$ cat config.mk
export PLATFORM = sky130hd
export DESIGN_NAME = mux41_rr_arbiter
export DESIGN_NICKNAME = d
export VERILOG_FILES = /design/src/rtl/mux41_rr_arbiter.sv
export SDC_FILE = /design/constraint.sdc
export NUM_CORES = 1
export LEC_CHECK = 0
export ABC_AREA = 1
export CAP_MARGIN = 20
export CELL_PAD_IN_SITES_DETAIL_PLACEMENT = 1
export CELL_PAD_IN_SITES_GLOBAL_PLACEMENT = 2
export CORE_MARGIN = 4
export CORE_UTILIZATION = 25
export DETAILED_ROUTE_END_ITERATION = 12
export PLACE_DENSITY = 0.7
export SYNTH_ARGS = -nofsm -noshare
export SYNTH_HDL_FRONTEND = slang
export SYNTH_SLANG_ARGS = --single-unit
export TNS_END_PERCENT = 50
$ cat constraint.sdc
create_clock -name clk -period 1.6 [get_ports clk]
set_clock_uncertainty 0.05 [all_clocks]
set_input_delay 0.32 -clock clk [delete_from_list [all_inputs] [get_ports clk]]
set_output_delay 0.32 -clock clk [all_outputs]
set_load 0.05 [all_outputs]
$ cat src/rtl/mux41_rr_arbiter.sv
`default_nettype none
// +--------------------------------------------------------------------------+
// | Module   : mux41_rr_arbiter                                              |
// | Purpose  : Round-robin arbiter that owns the select line of a shared     |
// |            4:1 datapath mux. A granted requester keeps the path until it |
// |            drops its request; ownership then passes straight to the next |
// |            round-robin winner with no idle cycle in between.             |
// | Ports    : clk       - rising-edge clock                                 |
// |            rst_n     - asynchronous active-low reset                     |
// |            req[3:0]  - level requests, held until granted/done           |
// |            gnt[3:0]  - registered one-hot grant, zero when idle          |
// |            sel[1:0]  - registered mux select, holds last owner when idle |
// |            sel_valid - registered, high while gnt is non-zero            |
// |            busy      - registered, high while a requester owns the path  |
// | Options  : ARB_TIMEOUT_EN - when defined, an owner that has held the     |
// |            grant for MAX_HOLD counted cycles while others wait is        |
// |            preempted. When undefined, MAX_HOLD and CNT_W are unused.     |
// | Revision : 1.0 - initial release                                         |
// +--------------------------------------------------------------------------+
module mux41_rr_arbiter #(
  parameter int MAX_HOLD = 16,
  parameter int CNT_W    = 5
) (
  input  logic       clk,
  input  logic       rst_n,
  input  logic [3:0] req,
  output logic [3:0] gnt,
  output logic [1:0] sel,
  output logic       sel_valid,
  output logic       busy
);

  typedef enum logic [0:0] {
    ST_IDLE = 1'b0,
    ST_OWN  = 1'b1
  } state_t;

  state_t     r_state, w_state_nxt;
  logic [3:0] r_gnt, w_gnt_nxt;
  logic [1:0] r_sel, w_sel_nxt;
  logic [1:0] r_ptr, w_ptr_nxt;
  logic       r_sel_valid, w_sel_valid_nxt;
  logic       r_busy, w_busy_nxt;

  logic [3:0] w_owner_oh;
  logic       w_owner_req;
  logic       w_others_req;
  logic [3:0] w_cand;
  logic [1:0] w_pick_idx;
  logic       w_pick_vld;
  logic       w_new_grant;
  logic       w_preempt;

  assign w_owner_oh   = 4'b0001 << r_sel;
  assign w_owner_req  = req[r_sel];
  assign w_others_req = |(req & ~w_owner_oh);

  // While owning, the current owner is excluded from the pick so that a
  // handover (release or preemption) always moves to a different requester.
  assign w_cand = (r_state == ST_OWN) ? (req & ~w_owner_oh) : req;

  // Scan ptr+1 .. ptr+4 (mod 4); the 2-bit add wraps naturally.
  always_comb begin
    logic [1:0] v_idx;
    v_idx      = r_ptr;
    w_pick_vld = 1'b0;
    w_pick_idx = r_ptr;
    for (int i = 1; i <= 4; i++) begin
      v_idx = r_ptr + 2'(i);
      if (!w_pick_vld && w_cand[v_idx]) begin
        w_pick_vld = 1'b1;
        w_pick_idx = v_idx;
      end
    end
  end

`ifdef ARB_TIMEOUT_EN
  logic [CNT_W-1:0] r_hold_cnt, w_hold_cnt_nxt;

  // Preemption only matters when someone else is actually waiting.
  assign w_preempt = (r_state == ST_OWN) && w_owner_req && w_others_req &&
                     (r_hold_cnt == CNT_W'(MAX_HOLD));

  always_comb begin
    w_hold_cnt_nxt = r_hold_cnt;
    if (w_new_grant) begin
      w_hold_cnt_nxt = '0;
    end else if ((r_state == ST_OWN) && w_owner_req &&
                 (r_hold_cnt != CNT_W'(MAX_HOLD))) begin
      w_hold_cnt_nxt = r_hold_cnt + 1'b1;
    end
  end

  always_ff @(posedge clk or negedge rst_n) begin
    if (!rst_n) begin
      r_hold_cnt <= '0;
    end else begin
      r_hold_cnt <= w_hold_cnt_nxt;
    end
  end
`else
  logic [CNT_W-1:0] w_unused_max_hold;
  assign w_unused_max_hold = CNT_W'(MAX_HOLD);
  assign w_preempt         = 1'b0;
`endif

  always_comb begin
    w_state_nxt     = r_state;
    w_gnt_nxt       = r_gnt;
    w_sel_nxt       = r_sel;
    w_ptr_nxt       = r_ptr;
    w_sel_valid_nxt = r_sel_valid;
    w_busy_nxt      = r_busy;
    w_new_grant     = 1'b0;

    case (r_state)
      ST_IDLE: begin
        if (w_pick_vld) begin
          w_new_grant = 1'b1;
        end
      end
      ST_OWN: begin
        if (!w_owner_req || w_preempt) begin
          if (w_pick_vld) begin
            w_new_grant = 1'b1;
          end else begin
            // sel deliberately keeps the last owner.
            w_state_nxt     = ST_IDLE;
            w_gnt_nxt       = 4'b0000;
            w_sel_valid_nxt = 1'b0;
            w_busy_nxt      = 1'b0;
          end
        end
      end
      default: begin
        w_state_nxt = ST_IDLE;
      end
    endcase

    if (w_new_grant) begin
      w_state_nxt     = ST_OWN;
      w_gnt_nxt       = 4'b0001 << w_pick_idx;
      w_sel_nxt       = w_pick_idx;
      w_ptr_nxt       = w_pick_idx;
      w_sel_valid_nxt = 1'b1;
      w_busy_nxt      = 1'b1;
    end
  end

  // ptr resets to 3 so requester 0 is first after reset.
  always_ff @(posedge clk or negedge rst_n) begin
    if (!rst_n) begin
      r_state     <= ST_IDLE;
      r_gnt       <= 4'b0000;
      r_sel       <= 2'b00;
      r_ptr       <= 2'b11;
      r_sel_valid <= 1'b0;
      r_busy      <= 1'b0;
    end else begin
      r_state     <= w_state_nxt;
      r_gnt       <= w_gnt_nxt;
      r_sel       <= w_sel_nxt;
      r_ptr       <= w_ptr_nxt;
      r_sel_valid <= w_sel_valid_nxt;
      r_busy      <= w_busy_nxt;
    end
  end

  assign gnt       = r_gnt;
  assign sel       = r_sel;
  assign sel_valid = r_sel_valid;
  assign busy      = r_busy;

endmodule
`default_nettype wire

# Word level (Yosys, flattened, before mapping)
# Cells that the tools add are included.
op_classes:
  addsub: 3
  n_lt_le_gt_ge: 5
  n_eq_ne: 2
  n_shift: 2
  mux: 33
  n_bitwise: 3
  n_reduce_logical: 8
ops:
  columns: ["operator", "count"]
  rows:
  - ["$mux W4", 5]
  - ["$mux W1", 18]
  - ["$lt A2 B3 Y1 const B", 5]
  - ["$bmux W1 S2", 5]
  - ["$mux W2", 4]
  - ["$shl A1 B2 Y4 const A", 2]
  - ["$add A2 B2 Y2 const B", 2]
  - ["$and A4 B4 Y4", 1]
  - ["$ne A2 B1 Y1 const B", 2]
  - ["$not A4 Y4", 1]
  - ["$logic_and A1 B1 Y1", 3]
  - ["$logic_not A1 Y1", 3]
  - ["$reduce_and A3 Y1", 1]
  - ["$add A2 B1 Y2 const B", 1]
  - ["$pmux W1 S2", 1]
  - ["$reduce_bool A2 Y1", 1]
  - ["$not A1 Y1", 1]
word_totals:
  ff_bits: 10
  input_bits: 6
  out_inout_bits: 8
  elab_cells: 61

# Longest topological paths before layout
logic_depth:
  word_depth: 21
  depth_mapped: 12
  depth_no_buf: 12

# Least setup slack after synthesis
# OpenSTA, ideal clock, no wires.
synth_timing:
  kind: "register to register"
  start: "reg r_sel[1], in the netlist sel[1]"
  end: "reg r_gnt[1], in the netlist gnt[1]"
  setup_ns: 0.074
  t_arrival_ns: 1.696
  t_required_ns: 1.476
  slack_ns: -0.220
  stages_incl_launch_ff: 11
  path_buffers: 0
  synth_period_minus_slack_ns: 1.820
  cell_sequence: "dfrtp_1 -> nand3_1 -> nand3_1 -> nand3_1 -> nand2_2 -> nand3_2 -> nor2_4 -> nand2_2 -> nand2_2 -> nand2_1 -> o21ai_2"
synth_between:
  elab_chain_cells: 21
  word_cells_on_any_way: 37
  classes_between: "2 x eq/ne; 2 x shift; 23 x mux; 2 x bitwise; 8 x reduce/logical"
synth_lines:
  columns: ["item", "line_no", "text"]
  rows:
  - ["start: declaration", "40", "logic [1:0] r_sel, w_sel_nxt;"]
  - ["start signal: assignment", "162", "r_sel <= w_sel_nxt;"]
  - ["$shl A1 B2 Y4", "54", "assign w_owner_oh = 4'b0001 << r_sel;"]
  - ["$not A4 Y4", "60", "assign w_cand = (r_state == ST_OWN) ? (req & ~w_owner_oh) : req;"]
  - ["$and A4 B4 Y4", "60", null]
  - ["$mux W4", "60", null]
  - ["$bmux W1 S2", "70", "if (!w_pick_vld && w_cand[v_idx]) begin"]
  - ["$mux W1 (not written as such)", "70", null]
  - ["$mux W1", "70", null]
  - ["$logic_not A1 Y1", "70", null]
  - ["(+5 left out)", null, null]
  - ["$logic_not A1 Y1", "70", null]
  - ["$logic_and A1 B1 Y1", "70", null]
  - ["$mux W1", "70", null]
  - ["$mux W1", "118, 124", null]
  - ["$mux W1", "123", "if (!w_owner_req || w_preempt) begin"]
  - ["$pmux W1 S2", "116", "case (r_state)"]
  - ["$ne A2 B1 Y1 (no line) or $reduce_bool A2 Y1 (tied branches)", null, null]
  - ["$reduce_and A3 Y1 (no line)", null, null]
  - ["end signal: assignment", "161", "r_gnt <= w_gnt_nxt;"]
  - ["end: declaration", "39", "logic [3:0] r_gnt, w_gnt_nxt;"]
# Parallel ways exist; a longest one is shown, timed or not. The select of a mux whose other input is x is not followed.
# A chain may end at the register's enable or synchronous reset.

# Final worst setup path
layout_timing:
  start: "reg r_ptr[0]"
  end: "reg r_sel[0], in the netlist sel[0]"
layout_between:
  elab_chain_cells: 16
  word_cells_on_any_way: 28
  classes_between: "3 x add/sub; 19 x mux; 6 x reduce/logical"
layout_lines:
  columns: ["item", "line_no", "text"]
  rows:
  - ["start: declaration", "41", "logic [1:0] r_ptr, w_ptr_nxt;"]
  - ["start signal: assignment", "163", "r_ptr <= w_ptr_nxt;"]
  - ["$add A2 B1 Y2", "69", "v_idx = r_ptr + 2'(i);"]
  - ["$bmux W1 S2", "70", null]
  - ["$mux W1 (not written as such)", "70", null]
  - ["$mux W1", "70", null]
  - ["$logic_not A1 Y1", "70", null]
  - ["$logic_and A1 B1 Y1", "70", null]
  - ["$mux W1", "70", null]
  - ["$logic_not A1 Y1", "70", null]
  - ["$logic_and A1 B1 Y1", "70", null]
  - ["$mux W1", "70", null]
  - ["$logic_not A1 Y1", "70", null]
  - ["$logic_and A1 B1 Y1", "70", null]
  - ["$mux W1", "70", null]
  - ["$mux W1", "118, 124", null]
  - ["$mux W1", "123", null]
  - ["$pmux W1 S2", "116", null]
# Parallel ways exist; a longest one is shown, timed or not. The select of a mux whose other input is x is not followed.

==> impl_metrics.csv <==
group,metric,value,unit
outcome,status,"complete, but fails checks",
outcome,violations,"setup timing",
hold_path,min_path_type,"primary input to async pin",
synthesis,synth_edf_count,0,
timing,final-setup-viol-count,9,
synthesis,syn-cell-area,753.2,um^2
place,port_buffers,13,
timing,max_freq,562.0,MHz
final_layout,nets,135,
timing,rsz0062_at_grt,"yes",
synthesis,synth_top_flop_cell,"dfrtp_1",
global_routing,grt_pass1_wl,3801,um
floorplan,std_cell_rows,19,
synthesis,yosys.area.top_type_share,26.58,%
critical_path,worstPathMaxFanout,8,
timing,drv_slew,0,
synthesis,synthesis.nets,105,
global_routing,antenna_found_initial,0,
synthesis,yosysWarnings,0,
route,drc_errors,0,
global_routing,overflow,0,
synthesis,syn_area_per_cell,7.608,um^2
critical_path,critPathRequiredTime,1.70,ns
timing,min_period_over_period,111.2,%
synthesis,synth_top_area_cell,"dfrtp_1",
global_routing,grt_use_total,11.95,%
synthesis,synth-seq-cells,10,
floorplan,coreArea,0.002829,mm^2
final_layout,diodes,0,
flow_run,cap_violations,0,
timing,hold_viol,0,
route,drt_iter0_markers,27,
timing,tightest_slew,0.4691,ns
route,route.vias.total,769,
synthesis,ys_types,21,
final_layout,stdcell_count,159,
floorplan,start_util,26.63,%
global_routing,grt_pass1_vias,809,
critical_path,path_class,"register to register",
clocking,clkLatencyLatePin,0.27,ns
clocking,numCtsBuffers,3,
timing,fin_crit,1.779,ns
timing,maxSlewHeadroom,68.63,%
clocking,root_buffer,"clkbuf_4",
clocking,cts.sinks,10,
synthesis,synth_cells,99,
synthesis,synthTopCellsByArea,"dfrtp_1 (27%), nand3_1 (15%), nand2_1 (13%)",
critical_path,critPathArrivalTime,1.88,ns
floorplan,fp.dieH,62.89,um
place,place_congestion,0.7744,
route,postRouteAntennaNets,0,
timing,tns,-1.278,ns
place,place_hpwl,1741,um
timing,fin_ws,-0.1795,ns
synthesis,seq_area_frac_synth,33.55,%
floorplan,fp.dieArea,0.003955,mm^2
clocking,cts_htree_levels,1,
critical_path,crit_path_start_kind,"register",
route,first_pass_iters,4,
clocking,clk_path_buf_depth,2,
route,vias_per_cell,4.836,
floorplan,ios,14,
final_layout,fillers,323,
place,placedCellCount,153,
clocking,cts_tree,"done",
route,wirelength,2125,um
critical_path,cp-end-kind,"register",
floorplan,die_x,62.89,um
final_layout,drive_gt1_share,51.56,%
final_layout,area_delta_synth_final,66.94,%
global_routing,grt_max_degree,11,
clocking,clk_pin_slew,0.07,ns
synthesis,synth-async-reset-ratio,100.0,%
route,wl_per_cell,13.36,um
state kept, by name, summed over array words and instances, names as in the netlist:
signal / flops
r_ptr: 2
sel: 2
gnt: 4
sel_valid: 1
r_state: 1
path summary, 6_finish.rpt:
| kind | slack, ns | to | cells after the start | from |
|---|---|---|---|---|
| worst max-delay path | -0.18 | sel[0] | 9 | r_ptr[0] |
| worst min-delay path | 0.31 | gnt[3] | 1 | rst_n |
| worst max register to register | -0.18 | sel[0] | 9 | r_ptr[0] |
| worst min register to register | 0.50 | gnt[3] | 2 | gnt[3] |
| max in group asynchronous | 0.83 | sel[0] | 1 | rst_n |
| min in group clk | 0.50 | gnt[3] | 2 | gnt[3] |
layout make-up:
| class | count | area (um^2) | area share [%] |
|---|---|---|---|
| well taps | 31 | 38.79 | 3.085 |
| inverters | 8 | 30.03 | 2.388 |
| flip-flops and latches | 10 | 255.2 | 20.30 |
| clock buffers | 4 | 36.28 | 2.886 |
| multi-input cells | 78 | 545.5 | 43.38 |
| repair buffers | 28 | 351.6 | 27.96 |
Yosys cell counts (all sizes together), types with 2 or more instances:
cell type / count
nor2: 4
dfrtp: 8
nand2: 32
o21ai: 6
nand3: 27
dfstp: 2
buf: 3
inv: 8
nor3: 4
cell families (layout without fill, tap and decap cells):
group / Yosys count / in the layout / share of synthesized area [%]
buffers and inverters: 11 / 40 / 7.475
flip-flops: 10 / 10 / 33.55
AO/OA/AOI/OAI: 7 / 7 / 5.482
XOR/XNOR: 2 / 2 / 5.815
AND/OR/NAND/NOR: 69 / 69 / 47.68
per-layer routing:
layer	share of wire [%]	vias to the layer above	global-route usage [%]	routed length (um)
li1	-	389	-	-
met1	48	369	15.71	1028
met2	48	5	19.37	1021
met3	1.6	6	1.799	33
met4	1.9	0	4.959	41
met5	0	-	0	0
cells in the final DEF, fill, tap and decap left out, types with 4 or more instances in the layout:
cell / n
nand2_1: 21
nand2_2: 9
inv_1: 5
clkdlybuf4s50_1: 5
dfrtp_1: 6
buf_12: 10
o21ai_1: 5
buf_4: 12
nand3_1: 12
nand3_2: 13
nor3_1: 4
worst max-delay path, stage by stage, from the launching register on:
cell,delay [ns]
dfstp_2,0.59
buf_12,0.13
xor2_4,0.16
nand3_2,0.11
nand2_4,0.11
nand3_4,0.09
nor2_4,0.15
nor2_4,0.09
nand2_2,0.11
o21ai_1,0.07
stage by stage:
stage                     util, %  setup WS [ns]  instance area [um^2]  hold WS, ns
after global placement      39.45        -0.3066                  1116       0.4814
after detailed placement    39.45        -0.3296                  1116       0.4930
final                       44.45        -0.1795                  1257       0.3144
after CTS                   42.37        -0.1748                  1199       0.3196
after global routing        44.45        -0.2798                  1257       0.3313
after floorplan                 -       -0.03917                 787.0     -0.02559
timing repair:
action,CTS,global route
setup endpoints to repair,10,10
setup buffers,1,1
gates resized for setup,9,7
hold buffers,0,0
pin swaps,1,10
Power is left out: the tool's default activity adds up to more than one toggle a clock period on the data nets, which glitch-free logic cannot reach.
